$ cat src/rtl/sfll_hd_lock_pipe_pkg.sv
// Shared types and helpers for the SFLL-HD restore wrapper and its monitors.
package lock_pkg;

  typedef enum logic [1:0] {
    KEY_EMPTY   = 2'd0,
    KEY_LOADING = 2'd1,
    KEY_ARMED   = 2'd2
  } key_state_e;

  function automatic int hd_width(input int wkey);
    return $clog2(wkey + 1);
  endfunction

endpackage

$ cat src/rtl/sfll_hd_lock_pipe_dut.sv
// Behavioural stand-in for the perturbed netlist: reduction XOR of all inputs.
module DUT #(
  parameter int WIDTH = 32
) (
  input  logic [WIDTH-1:0] in,
  output logic             out
);

  assign out = ^in;

endmodule

$ cat src/rtl/sfll_hd_lock_pipe_popcount.sv
// Combinational population count, shared with the HD-attack monitors.
module popcount
  import lock_pkg::*;
#(
  parameter int W = 32
) (
  input  logic [W-1:0]            i_vec,
  output logic [$clog2(W+1)-1:0]  o_cnt
);

  localparam int CW = hd_width(W);

  always_comb begin
    o_cnt = '0;
    for (int i = 0; i < W; i++) begin
      o_cnt = o_cnt + CW'(i_vec[i]);
    end
  end

endmodule

$ cat src/rtl/sfll_hd_lock_pipe.sv
// SFLL-HD restore wrapper: serial key load plus a 2-stage valid-qualified
// pipeline that flips DUT.out when popcount(protected_in ^ key) == HD.
module sfll_hd_lock_pipe
  import lock_pkg::*;
#(
  parameter int WKEY   = 32,
  parameter int WINPUT = 32,
  parameter int HD     = 0
) (
  input  logic                                                 clk,
  input  logic                                                 rst,
  input  logic                                                 in_valid,
  input  logic [((WINPUT > WKEY) ? (WINPUT - WKEY) : 1) - 1:0] other_in,
  input  logic [WKEY-1:0]                                      protected_in,
  input  logic                                                 key_load,
  input  logic                                                 key_bit,
  input  logic                                                 key_bit_valid,
  output logic                                                 key_ready,
  output logic                                                 out_valid,
  output logic                                                 out
);

  localparam int CW = hd_width(WKEY);

  if (HD > WKEY || HD < 0) begin : g_bad_hd
    $error("sfll_hd_lock_pipe: HD=%0d must lie in 0..WKEY=%0d", HD, WKEY);
  end
  if (WINPUT < WKEY || WKEY < 1) begin : g_bad_width
    $error("sfll_hd_lock_pipe: need WINPUT >= WKEY >= 1");
  end

  key_state_e        r_state;
  logic [CW-1:0]     r_cnt;
  logic [WKEY-1:0]   r_key;
  logic [WINPUT-1:0] w_in;

  if (WINPUT > WKEY) begin : g_other
    assign w_in = {other_in, protected_in};
  end else begin : g_no_other
    logic w_unused_other;
    assign w_unused_other = ^other_in;
    assign w_in           = protected_in;
  end

  // key_load has priority over a coincident key bit, which is dropped
  always_ff @(posedge clk) begin
    if (rst) begin
      r_state <= KEY_EMPTY;
      r_cnt   <= '0;
      r_key   <= '0;
    end else if (key_load) begin
      r_state <= KEY_LOADING;
      r_cnt   <= '0;
    end else if (r_state == KEY_LOADING && key_bit_valid) begin
      for (int i = 0; i < WKEY; i++) begin
        if (r_cnt == CW'(i)) r_key[i] <= key_bit;
      end
      if (r_cnt == CW'(WKEY - 1)) r_state <= KEY_ARMED;
      else                        r_cnt   <= r_cnt + CW'(1);
    end
  end

  assign key_ready = (r_state == KEY_ARMED);

  // ---- stage 1: snapshot sample, key difference and arm state ----
  logic [WINPUT-1:0] r_in_p1;
  logic [WKEY-1:0]   r_diff_p1;
  logic              r_arm_p1;
  logic              r_vld_p1;

  always_ff @(posedge clk) begin
    if (in_valid) begin
      r_in_p1   <= w_in;
      r_diff_p1 <= protected_in ^ r_key;
      r_arm_p1  <= key_ready;
    end
  end

  always_ff @(posedge clk) begin
    if (rst) r_vld_p1 <= 1'b0;
    else     r_vld_p1 <= in_valid;
  end

  // ---- stage 2: perturbed function, distance test, restore ----
  logic          w_f;
  logic [CW-1:0] w_hd;
  logic          w_restore;
  logic          r_out_p2;
  logic          r_vld_p2;

  DUT #(.WIDTH(WINPUT)) u_dut (
    .in  (r_in_p1),
    .out (w_f)
  );

  popcount #(.W(WKEY)) u_popcount (
    .i_vec (r_diff_p1),
    .o_cnt (w_hd)
  );

  assign w_restore = r_arm_p1 & (w_hd == CW'(HD));

  always_ff @(posedge clk) begin
    if (rst) begin
      r_out_p2 <= 1'b0;
      r_vld_p2 <= 1'b0;
    end else begin
      r_vld_p2 <= r_vld_p1;
      if (r_vld_p1) r_out_p2 <= w_f ^ w_restore;
    end
  end

  assign out       = r_out_p2;
  assign out_valid = r_vld_p2;

endmodule

$ cat config.mk
export PLATFORM = sky130hd
export DESIGN_NAME = sfll_hd_lock_pipe
export DESIGN_NICKNAME = d
export VERILOG_FILES = /design/src/rtl/sfll_hd_lock_pipe_pkg.sv /design/src/rtl/sfll_hd_lock_pipe_dut.sv /design/src/rtl/sfll_hd_lock_pipe_popcount.sv /design/src/rtl/sfll_hd_lock_pipe.sv
export SDC_FILE = /design/constraint.sdc
export NUM_CORES = 1
export LEC_CHECK = 0
export ABC_AREA = 0
export BUFFER_PORTS_ARGS = -buffer_cell sky130_fd_sc_hd__buf_2
export CAP_MARGIN = 20
export CORE_ASPECT_RATIO = 2
export CORE_UTILIZATION = 60
export DETAILED_ROUTE_END_ITERATION = 6
export PLACE_DENSITY = 0.82
export SLEW_MARGIN = 20
export SYNTH_ARGS = -nofsm -noshare
export SYNTH_HDL_FRONTEND = slang
export SYNTH_HIERARCHICAL = 1
export SYNTH_SLANG_ARGS = --single-unit
$ cat constraint.sdc
create_clock -name clk -period 6.2 [get_ports clk]
set_input_delay 0.93 -clock clk [delete_from_list [all_inputs] [get_ports clk]]
set_output_delay 0.93 -clock clk [all_outputs]
set_load 0.01 [all_outputs]
==> metrics.md, run 1 <==
| Metric | Value |
|---|---|
| Final std cell area, no fill | `around 0.0061 mm²` |
| Area leader, netlist | `sky130_fd_sc_hd__edfxtp_1` |
| TritonRoute pass-1 iters | `4` |
| Arrival time at the worst endpoint | `around 6.3 ns` |
| Fraction of layout instances using a drive strength above 1 | `between 10 and 15%` |
| Antenna violations before repair | `0` |
| Power per standard cell area | `about 460 mW/mm²` |
| Average via count per standard cell | `approximately 5.5` |
| Count of yosys warnings during synthesis | `6` |
| Combinational group share of total power | `49.8%` |
| Internal Pwr Total | `around 1800 µW` |
| Max FO, Critical Path | `2` |
| Number of nets in the finished design | `between 500 and 600` |
| Number of buffers inserted during clock tree synthesis | `9` |
| R2R cell count | `19` |
| WL met2 | `between 5 and 6 mm` |
| Syn Std Cell Area | `roughly 0.0056 mm²` |
| Clock input transition at the sequential cells of the worst setup and hold paths | `0.08 ns` |
| TritonCTS sink count | `108` |
| Part of the power in the clock network | `21.1%` |
| Vias | `around 3,200` |
| Standard-cell row count | `approximately 50` |
| Final HPWL from detailed placement | `between 7 and 8 mm` |
| H-tree depth | `3` |
| Core Box Area | `between 0.009 and 0.01 mm²` |
| Endpoint required time on the critical path | `about 6.4 ns` |
| Number of design-rule violations left by the first detailed-router iteration | `roughly 170` |
| Relative slew slack | `45.9%` |
| Measured slew at the worst slew-check pin | `slightly above 0.8 ns` |
| Mean routed wirelength per cell | `approximately 17 µm` |
| Routed Antenna Nets | `0` |
| Global route total overflow | `0` |
| Unrepaired setup endpoints after global routing | `yes` |
| First-pass GRT wire length | `roughly 16 mm` |
| Leakage power figure | `0.00268 µW` |
| Hold Path Origin | `r_key[26]` |
| Post-synth top area share | `35.1%` |
| Clock tree from TritonCTS | `done` |
| Portion of the clock cycle consumed by the worst path in the final layout | `roughly 97%` |
| Reg2Reg Capture Point | `out` |
| Critical path type | `reg2reg` |
| Hold violation total from the final report | `0` |
| Worst hold path depth | `2` |
| Height of the die | `138 µm` |
| Layout overhead on the synthesized area | `10.2%` |
| Sum of buffers and inverters on the critical path | `3` |
| Fraction of synthesis flops using an asynchronous set or reset pin | `0%` |
| Largest delay contributor family on the critical path | `adder cells` |
| Flop-to-flop setup slack | `0.18 ns` |
| Synth Area per Inst | `around 12 µm²` |
| Number of setup buffers added after CTS | `0` |
| Met1 wire length | `approximately 3.6 mm` |
| Buffers from clock root to sink, at most | `2` |
| Sequence of cells on the critical path | `inv_1 > fa_1 > fa_2 > fa_1 > fa_1 > fa_1 > fa_1 > fa_1 > fa_1 > inv_1 > ha_1 > inv_1 > fa_2 > nand2b_4 > a21oi_2 > xor2_1 > nor4b_2 > nand4_1 > nor3b_1` |
| Nets in the synthesized netlist | `about 530` |
| Count of buffers inserted at the top-level ports | `40` |
| Number of enable-type register cells in the synthesized netlist | `65` |
| Unique masters post-synth | `41` |
| Maximum single-stage delay on the critical path | `around 0.57 ns` |
| CTS root buffer | `sky130_fd_sc_hd__clkbuf_16` |
| Number of maximum-capacitance violations | `0` |
| Highest metal used | `met4` |
| NetSw | `1040 µW` |
| DIE AREA | `approximately 0.0097 mm²` |
| Net Sw Frac | `37.1%` |
| Worst-path cell with the longest stage delay | `sky130_fd_sc_hd__fa_1` |
| Min-Delay Path Class | `reg2reg` |
| Worst setup EP type | `register` |
| Final critical path time including I/O delays and setup | `around 6 ns` |
| Antenna diodes | `0` |
| Main area contributors after synthesis | `sky130_fd_sc_hd__edfxtp_1 (35%), sky130_fd_sc_hd__dfxtp_1 (15%), sky130_fd_sc_hd__fa_1 (9.0%)` |
| Predominant post-synthesis flop cell | `sky130_fd_sc_hd__edfxtp_1` |
| Post-Route WL | `about 9.9 mm` |
| Most frequent cell on the critical path | `sky130_fd_sc_hd__fa_1` |
| Setup Skew | `0.00746 ns` |
| Starting Density | `61.7%` |
| Peak clock frequency supported by timing | `0.166 GHz` |
| Clock latency on the worst-skew pair | `0.35 ns` |
| Via count of the first global-routing pass | `3,391` |
| Sequential share of power | `29.1%` |
| Instance area after placement | `slightly below 0.006 mm²` |
| Proportion of synthesized chip area in sequential cells | `between 50% and 60%` |
| Outcome | `finished, final reports clean` |
| Routability congestion estimate | `slightly below 0.8` |
| R2R Path Start | `r_diff_p1[0]` |
| Pin count of the biggest net entering global routing | `between 60 and 70` |
| Slew Viols, Final | `0` |
| Quantity of hold-fixing buffers added after cts | `0` |
| Worst IR Drop VDD | `around 0.59 mV` |
| Hold Path End | `r_key[26]` |
| Sort of element at the start of the critical path | `register` |
| Die outline width | `70.1 µm` |
| Num ports | `42` |
| DRC violation count after routing | `0` |
| Final number of setup-violating endpoints | `0` |
| Cell count after synthesis | `between 400 and 500` |
| Final worst hold slack | `between 0.4 and 0.5 ns` |
| Synthesis-stage register bit count | `around 110` |
| Global Route Usage Sum | `around 22%` |
| Met3 routed wirelength | `250 µm` |
[how the worst max path moves through the flow]
stage / cells past startpoint / from / endpoint
final: 19 / r_diff_p1[0] / out
after global routing: 19 / r_diff_p1[0] / out
after CTS: 19 / r_diff_p1[1] / out
after detailed placement: 19 / r_diff_p1[1] / out
after global placement: 19 / r_diff_p1[1] / out
after floorplan: 19 / r_diff_p1[0] / out
[placed cells by master, fill, tap and decap left out, types with 2 or more instances in the layout]
cell / instances
sky130_fd_sc_hd__edfxtp_1: 65
sky130_fd_sc_hd__inv_1: 51
sky130_fd_sc_hd__dfxtp_1: 43
sky130_fd_sc_hd__buf_2: 40
sky130_fd_sc_hd__xor2_1: 36
sky130_fd_sc_hd__mux2i_1: 35
sky130_fd_sc_hd__nand2b_1: 34
sky130_fd_sc_hd__nand3_1: 32
sky130_fd_sc_hd__xnor2_1: 30
sky130_fd_sc_hd__fa_1: 23
sky130_fd_sc_hd__ha_1: 17
sky130_fd_sc_hd__nand2_1: 9
sky130_fd_sc_hd__clkbuf_16: 9
sky130_fd_sc_hd__nor2_1: 6
sky130_fd_sc_hd__nor2b_1: 4
sky130_fd_sc_hd__nor3_1: 4
sky130_fd_sc_hd__a21oi_1: 4
sky130_fd_sc_hd__nor4b_2: 4
sky130_fd_sc_hd__and4bb_1: 3
sky130_fd_sc_hd__inv_8: 3
sky130_fd_sc_hd__and4b_1: 2
sky130_fd_sc_hd__nand4b_1: 2
sky130_fd_sc_hd__nand4_1: 2
sky130_fd_sc_hd__a31oi_1: 2
sky130_fd_sc_hd__clkinv_4: 2
sky130_fd_sc_hd__fa_2: 2
[sequential cells by signal, summed over array words and instances (netlist names)]
register / count
r_cnt: 6
r_diff_p1: 32
out: 1
r_state: 2
r_arm_p1: 1
out_valid: 1
r_key: 32
r_vld_p1: 1
r_in_p1: 32
[synth_stat cells (all sizes together), types with 6 or more instances]
cell type	n
clkbuf	10
buf	8
xnor2	30
fa	25
mux2i	35
dfxtp	43
xor2	36
nand2b	36
nor2	6
ha	17
inv	51
nand2	9
edfxtp	65
nand3	32
[layer usage]
| layer | global-route usage [%] | vias up |
|---|---|---|
| met5 | 0 | - |
| li1 | - | 1565 |
| met3 | 3.79 | 23 |
| met2 | 40.7 | 44 |
| met4 | 10.3 | 0 |
| met1 | 24.4 | 1574 |
[power groups by stage]
stage / Sequential, µW / Clock (µW) / Combinational, µW
floorplan: 831 / 0 / 1010
finish: 818 / 593 / 1400
detailed placement: 835 / 0 / 1290
CTS: 818 / 603 / 1320
global route: 822 / 626 / 1570
global placement: 832 / 0 / 1180
[layout make-up]
class,count,area [µm²]
clock buffers,9,225
clock inverters,7,90.1
fillers,626,2880
inverters,51,191
multi-input cells,269,2470
flip-flops and latches,108,2810
well taps,102,128
repair buffers,41,208
[worst min-delay path, delay by kind of cell (launching register included)]
kind             cells  cell delay (ns)
AND/OR/NAND/NOR      1             0.07
multiplexers         1             0.06
flip-flops           1             0.32
[stage by stage]
stage          setup TNS [ns]  total power [µW]  setup WS (ns)  instances  util (%)
6_report                    0              2810          0.181        587      68.0
5_1_grt               -0.0827              3020        -0.0827        587      68.0
4_1_cts                     0              2740          0.111        587      67.8
3_5_place_dp                0              2120         0.0185        571      64.2
3_3_place_gp                0              2010          0.209        571      64.2
2_1_floorplan               0              1840          0.494        446         -
[logic make-up (layout without fill, tap and decap cells)]
kind of cell               Yosys count  in the layout  share of synthesized area (%)
and+or+nand+nor                    109            109                           12.4
AOI/OAI and AO/OA                   17             17                           2.16
muxes                               35             35                           6.30
adders and majority gates           42             42                           12.8
DFF                                108            108                           50.6
xor gates and xnor gates            66             66                           10.4
buffers and inverters               69            108                           5.38
[what timing repair did]
item | in CTS | in global routing
pin swaps | 0 | 4
gates resized for setup | 1 | 4
endpoints found under the setup margin | 1 | 1
No activity file was read; power rests on OpenSTA's default activity.
==> inputs of run 2 (changes only) <==
==> constraint.sdc (replaced) <==
create_clock -name clk -period 6.2 [get_ports clk]
set_input_delay 1.55 -clock clk [delete_from_list [all_inputs] [get_ports clk]]
set_output_delay 1.55 -clock clk [all_outputs]
set_load 0.01 [all_outputs]
==> run 2 against run 1 <==
Sequential power is essentially flat. Largest cell class unchanged. Setup slack worse by 0.0098 ns. Clock skew is 0.0037 ns higher. Total power fell by 3.7%. Wire length increased by 2.7%. Register-to-register slack is essentially flat. Sequential share of layout area grew 0.33 points. Maximum frequency is 0.16% lower. Highest routed layer unchanged. Critical path depth did not move. Critical endpoint unchanged. Largest power group unchanged. Hold slack gained 0.0021 ns.
==> metrics.md, run 2 (synthesis gave the netlist of run 1 again) <==
| Metric | Value |
|---|---|
| Number of setup buffers added after CTS | `0 (unchanged)` |
| Biggest regs | `r_diff_p1 (32), r_in_p1 (32), r_key (32)` |
| Layout overhead on the synthesized area | `9.43%` |
| Die outline width | `70.1 µm (unchanged)` |
| Setup slack at placement | `0.0887 ns (+0.0702 ns)` |
| Average via count per standard cell | `5.58 (+2.2%)` |
| Min-Delay Path Class | `reg2reg` |
| First-pass GRT wire length | `16.6 mm (+1.0%)` |
| Antenna diodes | `0 (unchanged)` |
| Most frequent cell on the critical path | `sky130_fd_sc_hd__fa_1` |
| Pin count of the biggest net entering global routing | `67 (unchanged)` |
| Final critical path time including I/O delays and setup | `6.03 ns (+0.00979 ns)` |
| Post-Route WL | `10.1 mm (+2.7%)` |
| Worst IR Drop VDD | `0.507 mV (-14%)` |
| Portion of the clock cycle consumed by the worst path in the final layout | `97.2% (+0.16 points)` |
| Maximum single-stage delay on the critical path | `0.60 ns (+0.03 ns)` |
| Endpoint required time on the critical path | `6.47 ns (+0.03 ns)` |
| Sequence of cells on the critical path | `inv_1 > fa_1 > fa_1 > fa_1 > fa_1 > inv_1 > fa_1 > fa_1 > fa_1 > inv_1 > fa_1 > inv_1 > ha_1 > a211o_1 > o211ai_1 > a21oi_1 > nor4b_2 > a21oi_1 > nor3b_1` |
| Starting Density | `61.7% (unchanged)` |
| Vias | `3,275 (+2.2%)` |
| Clock latency on the worst-skew pair | `0.35 ns (about the same)` |
| Commonest non-fill, non-tap cells in the layout | `sky130_fd_sc_hd__edfxtp_1 (65), sky130_fd_sc_hd__inv_1 (51), sky130_fd_sc_hd__dfxtp_1 (43), sky130_fd_sc_hd__buf_2 (40), sky130_fd_sc_hd__xor2_1 (36)` |
| Power per standard cell area | `444 mW/mm² (-3.0%)` |
| Via count of the first global-routing pass | `3,475 (+2.5%)` |
| Routability congestion estimate | `0.805 (+4.4%)` |
| Clock input transition at the sequential cells of the worst setup and hold paths | `0.07 ns (about the same)` |
| Unrepaired setup endpoints after global routing | `no` |
| Global route total overflow | `0 (unchanged)` |
| Buffers from clock root to sink, at most | `2 (unchanged)` |
| H-tree depth | `3 (unchanged)` |
| Global Route Usage Sum | `22.5% (+0.22 points)` |
| Slew Viols, Final | `0 (unchanged)` |
| Outcome | `finished, final reports clean` |
| Critical path type | `reg2reg` |
| CTS root buffer | `sky130_fd_sc_hd__clkbuf_16` |
| Final Util | `67.5% (-0.49 points)` |
| Worst setup EP type | `register` |
| Routed Antenna Nets | `0 (unchanged)` |
| DRC violation count after routing | `0 (unchanged)` |
| Final number of setup-violating endpoints | `0 (unchanged)` |
| Relative slew slack | `45.4% (-0.48 points)` |
| Count of fill cells added during filler insertion | `650 (+3.8%)` |
| DIE AREA | `0.00968 mm² (unchanged)` |
| Peak clock frequency supported by timing | `0.166 GHz (-0.16%)` |
| Height of the die | `138 µm (unchanged)` |
| Hold violation total from the final report | `0 (unchanged)` |
| Total negative slack for setup checks | `0 ns (unchanged)` |
| Number of nets in the finished design | `561 (unchanged)` |
| Leakage power figure | `0.00266 µW (-0.88%)` |
| Final HPWL from detailed placement | `7.50 mm (+0.71%)` |
| Most common library cell in the layout ignoring fill and taps | `sky130_fd_sc_hd__edfxtp_1` |
| Number of maximum-capacitance violations | `0 (unchanged)` |
| Count of buffers inserted at the top-level ports | `40 (unchanged)` |
| Number of gates resized after CTS | `0 (-1)` |
| Number of design-rule violations left by the first detailed-router iteration | `152 (-9.0%)` |
| Num ports | `42 (unchanged)` |
| Worst-path cell with the longest stage delay | `sky130_fd_sc_hd__fa_1` |
| TritonRoute pass-1 iters | `4 (unchanged)` |
| Number of buffers inserted during clock tree synthesis | `9 (unchanged)` |
| Max FO, Critical Path | `2 (unchanged)` |
| Measured slew at the worst slew-check pin | `0.818 ns (+0.00713 ns)` |
| Arrival time at the worst endpoint | `6.30 ns (+0.04 ns)` |
| Setup Skew | `0.0112 ns (+0.00374 ns)` |
| Standard-cell row count | `49 (unchanged)` |
| Quantity of hold-fixing buffers added after cts | `0 (unchanged)` |
| Final WS setup | `0.171 ns (-0.00979 ns)` |
| Sort of element at the start of the critical path | `register` |
| Clock tree from TritonCTS | `done` |
| Core Box Area | `0.00901 mm² (unchanged)` |
| Mean routed wirelength per cell | `17.2 µm (+2.7%)` |
| Antenna violations before repair | `0 (unchanged)` |
| Fraction of layout instances using a drive strength above 1 | `13.8% (-0.62 points)` |
| TritonCTS sink count | `108 (unchanged)` |
==> run 2: changes by cell type in the layout (fill, tap and decap cells not counted), sizes merged <==
cell / change
bufinv: -1
clkbuf: +1
==> run 2: area by class of cell <==
| class | count | area [µm²] | area share, % |
|---|---|---|---|
| flip-flops and latches | 108 | 2810 | 46.2 |
| well taps | 102 | 128 | 2.10 |
| multi-input cells | 269 | 2460 | 40.5 |
| repair buffers | 41 | 208 | 3.41 |
| clock buffers | 10 | 229 | 3.76 |
| clock inverters | 6 | 52.6 | 0.863 |
| inverters | 51 | 191 | 3.15 |
==> run 2: metal layers <==
metal / global-route usage [%] / wire (µm) / up-vias
li1: - / - / 1569
met1: 23.9 / 3670 / 1621
met2: 41.8 / 5830 / 64
met3: 3.94 / 276 / 21
met4: 10.5 / 345 / 0
met5: 0 / 0 / -
==> run 2: worst max-delay path: cells and delay by family, from the launching register on <==
family                     cells  cell delay (ns)
DFF                            1             0.37
buffers and inverters          4             0.29
and+or+nand+nor                2             0.49
adders and majority gates      9             4.20
AOI/OAI and AO/OA              4             0.60
==> run 2: final timing paths <==
path,to,cells after the start,start,slack (ns)
setup / recovery,out,19,r_diff_p1[3],0.17
hold / removal,r_key[26],2,r_key[26],0.49
setup reg to reg,out,19,r_diff_p1[3],0.17
hold reg to reg,r_key[26],2,r_key[26],0.49
==> run 2: metrics by stage <==
stage,cells,area (µm²),hold slack (ns),total power (µW)
floorplan,446,5560,0.464,1840
global placement,571,5790,0.474,2020
detailed placement,571,5790,0.483,2110
CTS,587,6070,0.493,2650
global route,587,6090,0.519,2900
finish,587,6090,0.493,2700
==> run 2: report_power, final <==
group | internal, µW | total [µW] | switching [µW]
Combinational | 603 | 1340 | 738
Clock | 280 | 543 | 263
Sequential | 801 | 819 | 17.5
Total | 1680 | 2700 | 1020
